### src/rtl/tinycpu_pkg.sv
// Shared types and constants for the tinycpu memory-side blocks.
package tinycpu_pkg;

  // One-hot arbiter FSM encoding.
  typedef enum logic [3:0] {
    ST_IDLE  = 4'b0001,
    ST_ISSUE = 4'b0010,
    ST_WAIT  = 4'b0100,
    ST_ACK   = 4'b1000
  } arb_state_e;

  localparam logic PORT_CPU = 1'b0;
  localparam logic PORT_DBG = 1'b1;

  localparam int unsigned MEM_LAT_MIN = 1;
  localparam int unsigned MEM_LAT_MAX = 4;

  typedef struct packed {
    logic       we;
    logic [7:0] addr;
    logic [7:0] wdata;
  } mem_req_t;

endpackage

### src/rtl/rr_pick2.sv
// Two-requester picker: single request wins outright, ties go to the port
// that did not win last time, or to port 0 when fixed priority is selected.
module rr_pick2
  import tinycpu_pkg::*;
(
  input  logic [1:0] req,
  input  logic       last_gnt,
  input  logic       fixed_prio,
  output logic       valid,
  output logic       winner
);

  always_comb begin
    valid  = |req;
    winner = PORT_CPU;
    unique case (req)
      2'b01:   winner = PORT_CPU;
      2'b10:   winner = PORT_DBG;
      2'b11:   winner = fixed_prio ? PORT_CPU : ~last_gnt;
      default: winner = PORT_CPU;
    endcase
  end

endmodule

### src/rtl/tinycpu_mem_arbiter.sv
// Shares the single synchronous memory between the CPU port (0) and the
// loader/debug port (1); one access in flight, every output registered.
module tinycpu_mem_arbiter
  import tinycpu_pkg::*;
#(
  parameter int unsigned MEM_LAT    = 1,
  parameter int unsigned FIXED_PRIO = 0
) (
  input  logic       clk,
  input  logic       reset,
  input  logic       req0,
  input  logic       req1,
  input  logic       we0,
  input  logic       we1,
  input  logic [7:0] addr0,
  input  logic [7:0] addr1,
  input  logic [7:0] wdata0,
  input  logic [7:0] wdata1,
  output logic       ack0,
  output logic       ack1,
  output logic [7:0] rdata,
  output logic       mem_en,
  output logic       mem_we,
  output logic [7:0] mem_addr,
  output logic [7:0] mem_wdata,
  input  logic [7:0] mem_rdata,
  output logic       gnt_id,
  output logic       busy
);

  localparam int unsigned LAT_EFF =
    (MEM_LAT < MEM_LAT_MIN) ? MEM_LAT_MIN :
    (MEM_LAT > MEM_LAT_MAX) ? MEM_LAT_MAX : MEM_LAT;
  localparam logic [1:0] LAT_LOAD = 2'(LAT_EFF - 1);

  arb_state_e state, state_nxt;
  logic [1:0] lat_cnt;
  logic       last_gnt;
  logic       pick_valid, pick_winner;
  mem_req_t   sel_req;

  logic mem_en_nxt, busy_nxt, ack0_nxt, ack1_nxt;
  logic grant, capture;

  rr_pick2 u_pick (
    .req        ({req1, req0}),
    .last_gnt   (last_gnt),
    .fixed_prio (FIXED_PRIO != 0),
    .valid      (pick_valid),
    .winner     (pick_winner)
  );

  always_comb begin
    sel_req = pick_winner ? '{we: we1, addr: addr1, wdata: wdata1}
                          : '{we: we0, addr: addr0, wdata: wdata0};
  end

  always_ff @(posedge clk) begin
    if (!reset) state <= ST_IDLE;
    else        state <= state_nxt;
  end

  always_comb begin
    state_nxt = state;
    unique case (state)
      ST_IDLE:  if (pick_valid) state_nxt = ST_ISSUE;
      ST_ISSUE: state_nxt = ST_WAIT;
      ST_WAIT:  if (lat_cnt == '0) state_nxt = ST_ACK;
      ST_ACK:   state_nxt = ST_IDLE;
      default:  state_nxt = ST_IDLE;
    endcase
  end

  // Outputs are registered, so their next values derive from state_nxt.
  always_comb begin
    mem_en_nxt = (state_nxt == ST_ISSUE);
    busy_nxt   = (state_nxt != ST_IDLE);
    ack0_nxt   = (state_nxt == ST_ACK) && (gnt_id == PORT_CPU);
    ack1_nxt   = (state_nxt == ST_ACK) && (gnt_id == PORT_DBG);
    grant      = (state == ST_IDLE) && pick_valid;
    capture    = (state == ST_WAIT) && (lat_cnt == '0);
  end

  always_ff @(posedge clk) begin
    if (!reset) begin
      mem_en    <= 1'b0;
      busy      <= 1'b0;
      ack0      <= 1'b0;
      ack1      <= 1'b0;
      gnt_id    <= 1'b0;
      mem_we    <= 1'b0;
      mem_addr  <= '0;
      mem_wdata <= '0;
      rdata     <= '0;
      lat_cnt   <= '0;
      last_gnt  <= PORT_DBG;
    end else begin
      mem_en <= mem_en_nxt;
      busy   <= busy_nxt;
      ack0   <= ack0_nxt;
      ack1   <= ack1_nxt;
      // Winner's request fields go straight into the memory-side registers.
      if (grant) begin
        gnt_id    <= pick_winner;
        last_gnt  <= pick_winner;
        mem_we    <= sel_req.we;
        mem_addr  <= sel_req.addr;
        mem_wdata <= sel_req.wdata;
      end
      if (state == ST_ISSUE)
        lat_cnt <= LAT_LOAD;
      else if ((state == ST_WAIT) && (lat_cnt != '0))
        lat_cnt <= lat_cnt - 2'd1;
      if (capture)
        rdata <= mem_rdata;
    end
  end

endmodule
### config.mk
export PLATFORM = sky130hd
export DESIGN_NAME = tinycpu_mem_arbiter
export DESIGN_NICKNAME = d
export VERILOG_FILES = /design/src/rtl/tinycpu_pkg.sv /design/src/rtl/rr_pick2.sv /design/src/rtl/tinycpu_mem_arbiter.sv
export SDC_FILE = /design/constraint.sdc
export NUM_CORES = 1
export LEC_CHECK = 0
export CELL_PAD_IN_SITES_DETAIL_PLACEMENT = 0
export CELL_PAD_IN_SITES_GLOBAL_PLACEMENT = 1
export CORE_MARGIN = 10
export CORE_UTILIZATION = 29
export CTS_BUF_LIST = sky130_fd_sc_hd__clkbuf_8
export CTS_CLUSTER_DIAMETER = 150
export DETAILED_ROUTE_END_ITERATION = 16
export GPL_TIMING_DRIVEN = 0
export PLACE_DENSITY_LB_ADDON = 0.05
export REMOVE_ABC_BUFFERS = 1
export SYNTH_ARGS = -nofsm -noshare
export SYNTH_HDL_FRONTEND = slang
export SYNTH_HIERARCHICAL = 1
export SYNTH_SLANG_ARGS = --single-unit
### constraint.sdc
create_clock -name clk -period 1.4 [get_ports clk]
set_input_delay 0.14 -clock clk [delete_from_list [all_inputs] [get_ports clk]]
set_output_delay 0.14 -clock clk [all_outputs]
set_load 0.005 [all_outputs]
==> metrics.csv <==
metric,value,unit
syn_avg_cell_area,10.6,um2
instances_no_fill,322,
switchingPower,0.000802,W
crit_path_end_kind,flip-flop,
crit_type,flip-flop to flip-flop,
viasPerCell,4.86,
finalHoldViolCount,0,
hp-class,input pin to flip-flop,
drt-initial-drc-count,29,
grt_pass1_wl,8.34,mm
yosysTopAreaCell,dfxtp_1,
clkSinkCount,37,
synth_seq_area_share,42.5,%
dr.pass1.iters,4,
route.detailed.drc,0,
rsz0062_at_grt,yes,
clock.fmax,739,MHz
wl_met3,376,um
ctsLongestPathBuffers,2,
yosys.area.top_type_share,42.5,%
pwr-share-seq,39.5,%
num_antenna_cells,0,
layout_common_cells,"72 x clkdlybuf4s50_1, 34 x dfxtp_1, 23 x mux2i_1, 17 x a311oi_2, 16 x nand2_1",
peakVddDrop,0.578,mV
power,0.00308,W
initial_core_util,29.6,%
vias,1564,
synthFlopType,dfxtp_1,
tns,0,ns
ant_nets,0,
critPathMaxFanout,6,
dp.cells,301,
clk_latency,0.28,ns
place_area,2520,um2
yosys-top-cells-area,"dfxtp_1 42%, mux2i_1 14%, a311oi_2 13%, a21oi_2 5.0%, nand2_1 3.4%",
hold_buffers,0,
fin_util,48.8,%
layout_commonest_cell,clkdlybuf4s50_1,
finalNetCount,293,
rr_startpoint,state[2]$_SDFF_PN0_,
post_drt_wl_per_cell,16.4,um
met2_length,2.52,mm
syn_area,1740,um2
die_h,97.5,um
crit_end,mem_addr[0]$_SDFFE_PN0P_,
cts_tree,yes,
maxSlewHeadroom,63.7,%
wl_met1,2.33,mm
startpoint,state[2]$_SDFF_PN0_,
async_flop_share,0,%
reg2reg_slack,0.05,ns
num_io_pins,76,
drive_gt1_share,26.7,%
synth_seq_cells,37,
nFillCells,529,
fin_area,2870,um2
cp.arrival,1.54,ns
ys_types,31,
tightest_slew,0.545,ns
grtUsageTotal,10.6,%
die_area,9510,um2
synth_enable_flop_cells,0,
die_w,97.5,um
timing.rr.end,mem_addr[0]$_SDFFE_PN0P_,
required,1.59,ns
row_count,28,
leakagePower,1.00,nW
grt_overflow,0,
routed_wl,5.28,mm
p_comb_share,28.9,%
clock_skew,0.00404,ns
port_buffers,75,
path_clk_slew,0.08,ns
cp-start-kind,flip-flop,
drv_cap,0,
core_area,5890,um2
globalplace.congestion,0.659,
swShare,26.1,%
synthesis.instances,164,
top_layer_used,met4,
htree_levels,2,
p_clk_share,31.6,%
p_per_area,1070,nW/um2
worstRegToRegCells,4,
cts_made_buffers,5,
grt_max_degree,38,
cts-root-buf,clkbuf_8,
synth_warnings,6,
finalCritPeriodShare,96.6,%
antenna_found_initial,0,
outcome,"finished, final reports clean",
grt_pass1_vias,1687,
setup_viol,0,
hpwl,3.50,mm
fin_crit,1.35,ns
syn2layout_area_growth,64.8,%
internal_power,0.00227,W
drv_slew,0,
==> flip-flops by register name, indices dropped and copies added (netlist names), 2 cells and up <==
| register | count |
|---|---|
| state | 4 |
| mem_wdata | 8 |
| mem_addr | 8 |
| rdata | 8 |
| lat_cnt | 2 |
==> cell usage after synthesis (4+ instances only) <==
| master | count |
|---|---|
| a21oi_2 | 10 |
| o21ai_1 | 4 |
| mux2i_1 | 25 |
| nand2_1 | 16 |
| nand3_1 | 4 |
| dfxtp_1 | 37 |
| a311oi_2 | 15 |
| buf_4 | 5 |
| a21oi_1 | 10 |
| clkbuf_1 | 4 |
==> per-stage QoR <==
stage	hold slack, ns	setup WS, ns
floorplan	0.212	-0.660
global placement	0.441	-1.30
detailed placement	0.450	-0.940
CTS	0.400	0.0214
global route	0.414	-0.0338
finish	0.404	0.0477
==> repair_timing <==
action / in CTS / in global routing
cloned: 2 / 1
setup buffers: 4 / 6
endpoints found under the setup margin: 34 / 25
gates resized for setup: 14 / 15
endpoints found under the hold margin: 0 / 0
pin swaps: 2 / 3
==> critical path, stage by stage, from the launching register on <==
cell and delay (ns):
dfxtp_4 0.36, and4bb_4 0.42, buf_6 0.15, a21oi_2 0.06, a311oi_2 0.26
==> per-layer routing <==
layer	up-vias	global-route usage, %
li1	771	-
met1	730	11.9
met2	57	17.5
met3	6	4.84
met4	0	3.13
met5	-	0
==> how the worst min path moves through the flow <==
| stage | cells after the start | end | startpoint |
|---|---|---|---|
| floorplan | 1 | last_gnt$_SDFFE_PN1P_ | reset |
| global placement | 2 | rdata[7]$_SDFFE_PN0P_ | rdata[7]$_SDFFE_PN0P_ |
| detailed placement | 2 | rdata[4]$_SDFFE_PN0P_ | rdata[4]$_SDFFE_PN0P_ |
| CTS | 3 | rdata[2]$_SDFFE_PN0P_ | mem_rdata[2] |
| global route | 3 | rdata[6]$_SDFFE_PN0P_ | mem_rdata[6] |
| finish | 3 | rdata[6]$_SDFFE_PN0P_ | mem_rdata[6] |
==> area by class of cell <==
cell class	instances	area (um2)	area share (%)
Multi-Input combinational cell	109	948	33.0
Timing Repair Buffer	88	933	32.5
Sequential cell	37	747	26.0
Tap cell	75	93.8	3.27
Clock buffer	6	82.6	2.88
Clock inverter	2	37.5	1.31
Inverter	4	21.3	0.741
Timing Repair inverter	1	7.51	0.261
==> power by group through the flow <==
stage	combinational, W	clock [W]	sequential [W]
2_1_floorplan	0.000338	0	0.00124
3_3_place_gp	0.000702	0	0.00123
3_5_place_dp	0.000737	0	0.00124
4_1_cts	0.000832	0.000996	0.00122
5_1_grt	0.000958	0.00104	0.00123
6_report	0.000887	0.000972	0.00122
==> cell families (layout without fill, tap and decap cells) <==
group / after synthesis / in the layout / share of synthesized area [%]
buf+inv: 18 / 101 / 6.03
fa+ha+maj: 1 / 1 / 0.718
xor+xnor: 1 / 1 / 0.503
mux: 25 / 25 / 14.4
simple gates: 36 / 36 / 11.2
other cells: 1 / 1 / 0.215
compound gates: 45 / 45 / 24.5
flops: 37 / 37 / 42.5
Note: power is estimated with default switching activity, not from simulation.
